**config.mk**
```make
export PLATFORM = sky130hd
export DESIGN_NAME = bcd_serial_sub
export DESIGN_NICKNAME = d
export VERILOG_FILES = /design/src/rtl/bcd_pkg.sv /design/src/rtl/bcd_digit_sub.sv /design/src/rtl/bcd_serial_sub.sv
export SDC_FILE = /design/constraint.sdc
export NUM_CORES = 1
export LEC_CHECK = 0
export ABC_AREA = 1
export CAP_MARGIN = 20
export CORE_AREA = 2 2 91 76
export DETAILED_ROUTE_END_ITERATION = 8
export DIE_AREA = 0 0 93 78
export GPL_ROUTABILITY_DRIVEN = 0
export HOLD_SLACK_MARGIN = 0.02
export PLACE_DENSITY_LB_ADDON = 0.1
export SYNTH_ARGS = -nofsm -noshare
export SYNTH_HDL_FRONTEND = slang
export SYNTH_SLANG_ARGS = --single-unit
```
**constraint.sdc**
```tcl
create_clock -name clk -period 4.5 [get_ports clk]
set_input_delay 0.675 -clock clk [delete_from_list [all_inputs] [get_ports clk]]
set_output_delay 0.675 -clock clk [all_outputs]
set_load 0.005 [all_outputs]
```
**src/rtl/bcd_pkg.sv**
```systemverilog
// -----------------------------------------------------------------------------
// bcd_pkg
// Shared definitions for the serial BCD subtractor:
//   state_t  - controller states (IDLE, RUN, DONE)
//   DIGIT_W  - width of one packed BCD digit
//   BCD_MAX  - largest legal BCD digit value
// -----------------------------------------------------------------------------
package bcd_pkg;

   localparam int DIGIT_W = 4;
   localparam int BCD_MAX = 9;

   typedef enum logic [1:0] {
      IDLE = 2'd0,
      RUN  = 2'd1,
      DONE = 2'd2
   } state_t;

endpackage

```
**src/rtl/bcd_digit_sub.sv**
```systemverilog
// -----------------------------------------------------------------------------
// bcd_digit_sub
// Combinational single-digit BCD subtractor: d_o = (a_i - b_i - bin) mod 10,
// with bo set when the raw difference went negative.
// Ports:
//   a_i  [DIGIT_W-1:0] in  - minuend digit
//   b_i  [DIGIT_W-1:0] in  - subtrahend digit
//   bin                in  - borrow from the less significant digit
//   d_o  [DIGIT_W-1:0] out - result digit
//   bo                 out - borrow to the more significant digit
// -----------------------------------------------------------------------------
module bcd_digit_sub
   import bcd_pkg::*;
(
   input  logic [DIGIT_W-1:0] a_i,
   input  logic [DIGIT_W-1:0] b_i,
   input  logic               bin,
   output logic [DIGIT_W-1:0] d_o,
   output logic               bo
);

   // Two guard bits: range of a_i - b_i - bin is -16..15 for 4-bit digits.
   localparam int TW = DIGIT_W + 2;

   logic signed [TW-1:0] t;

   // Adding ten modulo 2^DIGIT_W only needs the low bits of the raw difference.
   function automatic logic [DIGIT_W-1:0] wrap_digit(input logic [DIGIT_W-1:0] lo,
                                                     input logic               neg);
      return neg ? lo + DIGIT_W'(BCD_MAX + 1) : lo;
   endfunction

   always_comb begin
      t   = $signed({2'b00, a_i}) - $signed({2'b00, b_i}) - $signed({{(TW-1){1'b0}}, bin});
      bo  = (t < 0);
      d_o = wrap_digit(t[DIGIT_W-1:0], bo);
   end

endmodule

```
**src/rtl/bcd_serial_sub.sv**
```systemverilog
// -----------------------------------------------------------------------------
// bcd_serial_sub
// Digit-serial packed-BCD subtractor: diff = a - b, one digit per clock,
// least significant digit first. A negative result is returned in ten's
// complement with bout=1.
// Optional feature: define BCD_SUB_DIGIT_CHECK_EN to flag operands holding a
// digit above 9 (err=1, diff and bout forced to 0). Without it err is tied 0.
// Ports:
//   clk              in  - clock, rising edge
//   rst              in  - asynchronous active-high reset
//   start            in  - begin a subtraction (only sampled while ready)
//   a    [4*NDIG-1:0] in  - minuend, digit 0 in bits [3:0]
//   b    [4*NDIG-1:0] in  - subtrahend, same packing
//   ready            out - idle, start will be accepted
//   busy             out - digits being processed
//   done             out - one-cycle pulse, result valid
//   diff [4*NDIG-1:0] out - packed BCD difference (held until next accept)
//   bout             out - final borrow, 1 when a < b
//   err              out - invalid-digit flag
// -----------------------------------------------------------------------------
module bcd_serial_sub
   import bcd_pkg::*;
#(
   parameter int NDIG = 4
) (
   input  logic                    clk,
   input  logic                    rst,
   input  logic                    start,
   input  logic [DIGIT_W*NDIG-1:0] a,
   input  logic [DIGIT_W*NDIG-1:0] b,
   output logic                    ready,
   output logic                    busy,
   output logic                    done,
   output logic [DIGIT_W*NDIG-1:0] diff,
   output logic                    bout,
   output logic                    err
);

   localparam int W     = DIGIT_W * NDIG;
   localparam int IDX_W = 4;
   localparam logic [IDX_W-1:0] LAST_IDX = IDX_W'(NDIG - 1);

   state_t             state_q, state_d;
   logic [IDX_W-1:0]   idx;
   logic               borrow;
   logic [W-1:0]       a_reg, b_reg;
   logic [DIGIT_W-1:0] a_dig, b_dig, d_dig;
   logic               bo_dig;
   logic               accept;
   logic               last;

   // ---------------------------------------------------------------- control
   always_ff @(posedge clk or posedge rst) begin
      if (rst) state_q <= IDLE;
      else     state_q <= state_d;
   end

   always_comb begin
      state_d = state_q;
      ready   = 1'b0;
      busy    = 1'b0;
      done    = 1'b0;
      case (state_q)
         IDLE: begin
            ready = 1'b1;
            if (start) state_d = RUN;
         end
         RUN: begin
            busy = 1'b1;
            if (idx == LAST_IDX) state_d = DONE;
         end
         DONE: begin
            done    = 1'b1;
            state_d = IDLE;
         end
         default: state_d = IDLE;
      endcase
   end

   assign accept = ready & start;
   assign last   = busy & (idx == LAST_IDX);

   // ------------------------------------------------------- operand capture
   // Operands are pure data: loaded on accept only, so later input changes
   // cannot disturb an operation in flight.
   always_ff @(posedge clk) begin
      if (accept) begin
         a_reg <= a;
         b_reg <= b;
      end
   end

   // ------------------------------------------------------- digit datapath
   assign a_dig = a_reg[DIGIT_W*idx +: DIGIT_W];
   assign b_dig = b_reg[DIGIT_W*idx +: DIGIT_W];

   bcd_digit_sub u_digit (
      .a_i (a_dig),
      .b_i (b_dig),
      .bin (borrow),
      .d_o (d_dig),
      .bo  (bo_dig)
   );

`ifdef BCD_SUB_DIGIT_CHECK_EN
   logic err_q;
   logic bad_operand;

   function automatic logic has_bad_digit(input logic [W-1:0] v);
      logic bad;
      bad = 1'b0;
      for (int i = 0; i < NDIG; i++) begin
         if (v[DIGIT_W*i +: DIGIT_W] > DIGIT_W'(BCD_MAX)) bad = 1'b1;
      end
      return bad;
   endfunction

   assign bad_operand = has_bad_digit(a_reg) | has_bad_digit(b_reg);
   assign err         = err_q;
`else
   assign err = 1'b0;
`endif

   // ------------------------------------------------------ result registers
   always_ff @(posedge clk or posedge rst) begin
      if (rst) begin
         idx    <= '0;
         borrow <= 1'b0;
         diff   <= '0;
         bout   <= 1'b0;
`ifdef BCD_SUB_DIGIT_CHECK_EN
         err_q  <= 1'b0;
`endif
      end else if (accept) begin
         idx    <= '0;
         borrow <= 1'b0;
         diff   <= '0;
         bout   <= 1'b0;
`ifdef BCD_SUB_DIGIT_CHECK_EN
         err_q  <= 1'b0;
`endif
      end else if (busy) begin
         diff[DIGIT_W*idx +: DIGIT_W] <= d_dig;
         borrow                       <= bo_dig;
         if (last) begin
            // idx stays on the last digit so the selects never leave range.
            bout <= bo_dig;
`ifdef BCD_SUB_DIGIT_CHECK_EN
            // Later assignments override the digit write above.
            if (bad_operand) begin
               diff  <= '0;
               bout  <= 1'b0;
               err_q <= 1'b1;
            end
`endif
         end else begin
            idx <= idx + 1'b1;
         end
      end
   end

endmodule

```
==> results of run 1 <==
routing by layer:
metal  GRT usage  wire length, um
met4      0.0574               74
met3      0.0301              261
met1       0.275             3010
met5           0                0
met2       0.261             2620
final cells by class:
cell class	count	share of cell area
Sequential cell	56	0.443
Clock inverter	3	0.0135
Clock buffer	5	0.0195
Inverter	31	0.0330
Tap cell	84	0.0298
Multi-Input combinational cell	184	0.296
Timing Repair Buffer	57	0.165
worst min path at each step:
stage | slack (ns) | from | cells past startpoint | endpoint
2_1_floorplan | 0.46 | diff[10] | 2 | diff[10]
3_3_place_gp | 0.46 | diff[9] | 2 | diff[9]
3_5_place_dp | 0.46 | diff[9] | 2 | diff[9]
4_1_cts | 0.49 | diff[9] | 2 | diff[9]
5_1_grt | 0.52 | diff[8] | 2 | diff[8]
6_report | 0.48 | diff[9] | 2 | diff[9]
kinds of logic after synthesis:
family                   Yosys count  share of synthesized area
XOR/XNOR                           2                     0.0131
adder cells (fa/ha/maj)           11                     0.0524
AO/OA/AOI/OAI                     44                     0.0908
other                              1                    0.00135
buffers and inverters             41                     0.0601
AND/OR/NAND/NOR                  126                      0.219
flip-flops                        56                      0.564
synthesized netlist by cell type:
| library cell | number | area (sq um) |
|---|---|---|
| nand2_1 | 46 | 173 |
| edfxtp_1 | 32 | 961 |
| nor2_1 | 32 | 120 |
| dfrtp_1 | 24 | 601 |
| inv_1 | 23 | 86.3 |
| nand3_1 | 20 | 100 |
| o21ai_0 | 20 | 100 |
| ha_1 | 10 | 125 |
| inv_2 | 8 | 30.0 |
| a21oi_1 | 7 | 35.0 |
| buf_2 | 7 | 35.0 |
| nand4_1 | 7 | 43.8 |
| o21ai_1 | 6 | 30.0 |
| nand2_2 | 5 | 31.3 |
| o22ai_1 | 5 | 31.3 |
| nor2_2 | 4 | 25.0 |
| nor2_4 | 4 | 45.0 |
| o21ai_2 | 3 | 26.3 |
| clkbuf_1 | 2 | 7.51 |
| nand3_2 | 2 | 20.0 |
| nor3_1 | 2 | 10.0 |
| a21oi_2 | 1 | 8.76 |
| buf_4 | 1 | 7.51 |
| conb_1 | 1 | 3.75 |
| fa_1 | 1 | 20.0 |
| nand2_4 | 1 | 11.3 |
| nand4_2 | 1 | 12.5 |
| nor3b_1 | 1 | 7.51 |
| nor4_1 | 1 | 6.26 |
| o211ai_1 | 1 | 7.51 |
| o211ai_2 | 1 | 12.5 |
| xor2_1 | 1 | 8.76 |
| xor2_4 | 1 | 27.5 |
tightest hold or removal path, delay by kind of cell, from the launching register on:
family        cells  cell delay (ns)
flops             1             0.36
simple gates      2             0.10
power breakdown:
part,switching (uW),internal (uW),leakage [uW]
Sequential,86.2,694,0.000622
Clock,171,168,0.0000583
Combinational,1160,682,0.000827
Total,1420,1540,0.00151
per-stage QoR:
step           cell area [sq um]  cells
5_1_grt                     3520    420
2_1_floorplan               2770    281
3_3_place_gp                3380    411
4_1_cts                     3500    419
3_5_place_dp                3380    411
6_report                    3520    420
==> metrics.cfg, run 1 <==
[sta]
timing.hold.ws_ns = 0.484
post-route-period-util = 0.734
setup_violations = 0
layout_setup_ws_ns = 1.20
hold_viol_final = 0
fmax_mhz = 303
slew_violations = 0
rsz0062_at_grt = false
setup_tns_ns = 0
period_minus_slack_ns = 3.30
skew_ns = 0.00814

[synthesis]
synth.ff_latch_count = 56
avgSynthCellArea_sq_um = 9.86
synthCells = 281
yosysSeqAreaShare = 0.564
synth.distinct_cells = 33
syn-cell-area_sq_um = 2770
syn_nets = 327
yosys_warnings = 0

[global_routing]
grt_pass1_wl_um = 10100
grt_pass1_vias = 2082
grt_overflow = 0
grt_util_all_layers = 0.180
antenna_found_initial = 0
grt_max_degree = 36

[die]
fp.dieArea_sq_um = 7250
ioPinCount = 56
die_x_um = 93
die_height_um = 78
start_util = 0.444
core-area_sq_um = 6250
rows = 26

[route]
firstDrtPassIters = 5
wl_per_cell_um = 14.2
wirelength_um = 5970
drc = 0
drtIter0Drc = 108
via_count = 2067
via_per_inst = 4.92
antenna_left = 0

[clocking]
path_clk_slew_ns = 0.10
cts_setup_buffers = 0
cts_sinks = 56
clockBufferDepth = 2
root_buffer = clkbuf_8
cts-htree-levels = 2
cts_hold_buf = 0
cts_tree = yes
clk_latency_ns = 0.31
cts_made_buffers = 5
post_cts_resized = 0

[critical_path]
path_delay_family = adder cells
path_depth = 17
reg2reg_slack_ns = 1.20
start_kind = register
ff2ff_path_depth = 17
cp_num_buf_inv = 5
cp.required_ns = 4.76
slowest_stage = dfrtp_1
critPathKind = reg2reg
crit_end = diff[7]
end_kind = register
critPathLaunch = idx[0]
slowest_delay_ns = 0.64
path_cells = inv_2 -> o21ai_0 -> o22ai_1 -> nand2_1 -> ha_1 -> inv_2 -> fa_1 -> inv_1 -> ha_1 -> xor2_1 -> inv_1 -> ha_1 -> inv_1 -> nand4_1 -> nand2_1 -> nand4_1 -> nand2_1
critPathMaxFanout = 22
r2r-end = diff[7]
arrival_ns = 3.56
r2r_start = idx[0]

[job]
maxCapViolations = 0

[layout]
multi_input_comb_area_sq_um = 1040
layout_commonest_cell = clkdlybuf4s50_1
postLayoutCoreUtil = 0.564
mostFrequentLayoutCells = clkdlybuf4s50_1 (54), nand2_1 (46), nor2_1 (32), edfxtp_1 (32), dfrtp_1 (24)
nFillCells = 547
area_growth_pct = 27.2
drive_gt1_frac = 0.125
final_net_count = 381
area.sequential_sq_um = 1560
diodes = 0

[pwr]
vdd_drop_max_mv = 0.493
p_per_area_nw_per_um2 = 840
p_leak_uw = 0.00151
p_total_uw = 2960

[placement]
dp_slack_ns = 1.22
numPortBuffers = 54
dp_hpwl_um = 4450

[worst_hold_path]
hold_path.class = reg2reg

[status]
outcome = complete, no violations

Note: power is estimated with default switching activity, not from simulation.
==> inputs of run 2 (changes only) <==
==> constraint.sdc (replaced) <==
create_clock -name clk -period 2.9 [get_ports clk]
set_input_delay 0.435 -clock clk [delete_from_list [all_inputs] [get_ports clk]]
set_output_delay 0.435 -clock clk [all_outputs]
set_load 0.005 [all_outputs]
==> metrics.cfg, run 2 (synthesized netlist as in run 1, its figures left out) <==
[status]
outcome = complete, no violations

[layout]
nFillCells = 558  ; +2.0%
final_cell_count_no_fill = 432  ; +2.9%
mostFrequentLayoutCells = clkdlybuf4s50_1 (54), nand2_1 (43), nor2_1 (32), edfxtp_1 (32), dfrtp_1 (22)
layout_commonest_cell = clkdlybuf4s50_1
final_net_count = 393  ; +3.1%
area.sequential_sq_um = 1560  ; +0.16%
diodes = 0  ; unchanged
drive_gt1_frac = 0.198  ; +0.0733
area_growth_pct = 31.2
multi_input_comb_area_sq_um = 1090  ; +4.9%

[clocking]
root_buffer = clkbuf_8
cts_made_buffers = 5  ; unchanged
path_clk_slew_ns = 0.10  ; about the same
cts-htree-levels = 2  ; unchanged
clockBufferDepth = 2  ; unchanged
cts_sinks = 56  ; unchanged
clk_latency_ns = 0.32  ; about the same
cts_hold_buf = 0  ; unchanged
cts_tree = yes

[sta]
post-route-period-util = 0.952  ; +0.218
setup_violations = 0  ; unchanged
layout_setup_ws_ns = 0.138  ; -1.06 ns
skew_ns = 0.00689  ; -0.00125 ns
tightest_slew_ns = 0.943
fmax_mhz = 362  ; +20%
period_minus_slack_ns = 2.76  ; -0.542 ns
hold_viol_final = 0  ; unchanged
slew_headroom = 0.370
slew_violations = 0  ; unchanged

[route]
wl_per_cell_um = 14.1  ; -0.97%
via_count = 2137  ; +3.4%
drc = 0  ; unchanged
via_per_inst = 4.95  ; +0.51%
antenna_left = 0  ; unchanged
drtIter0Drc = 134  ; +24%
wirelength_um = 6080  ; +1.9%
firstDrtPassIters = 4  ; -1

[global_routing]
grt.met1_usage = 0.267  ; -0.00741
grt_max_degree = 25  ; -31%
grt.busiest_layer = met1
grt_util_all_layers = 0.178  ; -0.00204
grt_overflow = 0  ; unchanged
use_met3 = 0.0505  ; +0.0204
antenna_found_initial = 0  ; unchanged
grt_pass1_vias = 1988  ; -4.5%
grt_pass1_wl_um = 9870  ; -2.6%
use_met2 = 0.254  ; -0.00725

[die]
ioPinCount = 56  ; unchanged
fp.dieArea_sq_um = 7250  ; unchanged
core-area_sq_um = 6250  ; unchanged
rows = 26  ; unchanged
start_util = 0.444  ; unchanged
die_height_um = 78  ; unchanged
die_x_um = 93  ; unchanged

[critical_path]
start_kind = register
arrival_ns = 3.02  ; -0.54 ns
path_common_cell = inv_2
reg2reg_slack_ns = 0.14  ; -1.06 ns
critPathKind = reg2reg
critPathMaxFanout = 8  ; -64%
path_cells = buf_6 -> o21ai_2 -> o22ai_1 -> nand2_1 -> ha_2 -> inv_2 -> fa_1 -> inv_2 -> ha_4 -> xor2_2 -> inv_1 -> ha_2 -> inv_2 -> nand4_1 -> nand2_2 -> nand4_1 -> nand2_1
slowest_stage = fa_1
slowest_delay_ns = 0.51  ; -0.13 ns
cp.required_ns = 3.16  ; -1.60 ns
end_kind = register

[placement]
numPortBuffers = 54  ; unchanged
dp_hpwl_um = 4520  ; +1.5%
dp_cells = 421  ; +2.4%
dp_slack_ns = -0.0517  ; -1.27 ns

[job]
maxCapViolations = 0  ; unchanged

[worst_hold_path]
hold_path.class = reg2reg

run 2: cell types whose count changed in the layout (fill, tap and decap cells not counted), moves of 3 or more:
cell	before	now
o21ai_1	6	9
ha_1	10	7
inv_2	8	11
o21ai_0	20	16
inv_1	23	19
nand2_2	5	8
nand2_1	46	43
buf_4	2	13
run 2: worst max-delay path, delay by kind of cell (launching register included):
kind	cells	cell delay, ns
buffers and inverters	5	0.38
AND/OR/NAND/NOR	5	0.54
XOR/XNOR	1	0.13
adder cells (fa/ha/maj)	4	1.01
AO/OA/AOI/OAI	2	0.19
flip-flops	1	0.47
run 2: area by class of cell:
| type | instances | share of cell area |
|---|---|---|
| clock inverters | 2 | 0.00448 |
| multi-input cells | 184 | 0.301 |
| repair buffers | 69 | 0.182 |
| clock buffers | 6 | 0.0200 |
| inverters | 31 | 0.0334 |
| well taps | 84 | 0.0289 |
| flip-flops and latches | 56 | 0.430 |
run 2: final timing paths:
check / from / endpoint / depth (start not counted)
setup / recovery: idx[0] / diff[15] / 17
hold / removal: diff[10] / diff[10] / 2
setup reg to reg: idx[0] / diff[15] / 17
hold reg to reg: diff[10] / diff[10] / 2
max in group asynchronous: rst / idx[0] / 2
min in group asynchronous: rst / diff[15] / 2
run 2: repair_timing:
action | CTS | global route
setup endpoints to repair | 3 | 8
pin swaps | 2 | 12
resized for setup | 5 | 21
buffers inserted | 1 | 2
run 2: per-stage QoR:
step,utilization,hold slack (ns),setup TNS (ns),area (sq um)
2_1_floorplan,-,0.450,0,2770
3_3_place_gp,0.553,0.458,0,3460
3_5_place_dp,0.553,0.466,-0.0537,3460
4_1_cts,0.570,0.491,0,3560
5_1_grt,0.582,0.515,-0.0195,3630
6_report,0.582,0.479,0,3630
run 2: layer usage:
metal	share of wire	wire, um	vias to the layer above
met3	0.057	349	5
met2	0.44	2650	58
met1	0.50	3020	998
li1	-	-	1076
met4	0.0097	59	0
met5	0	0	-
Power of run 2 is left out: the tool's default activity adds up to more than one toggle a clock period on the data nets, which glitch-free logic cannot reach.
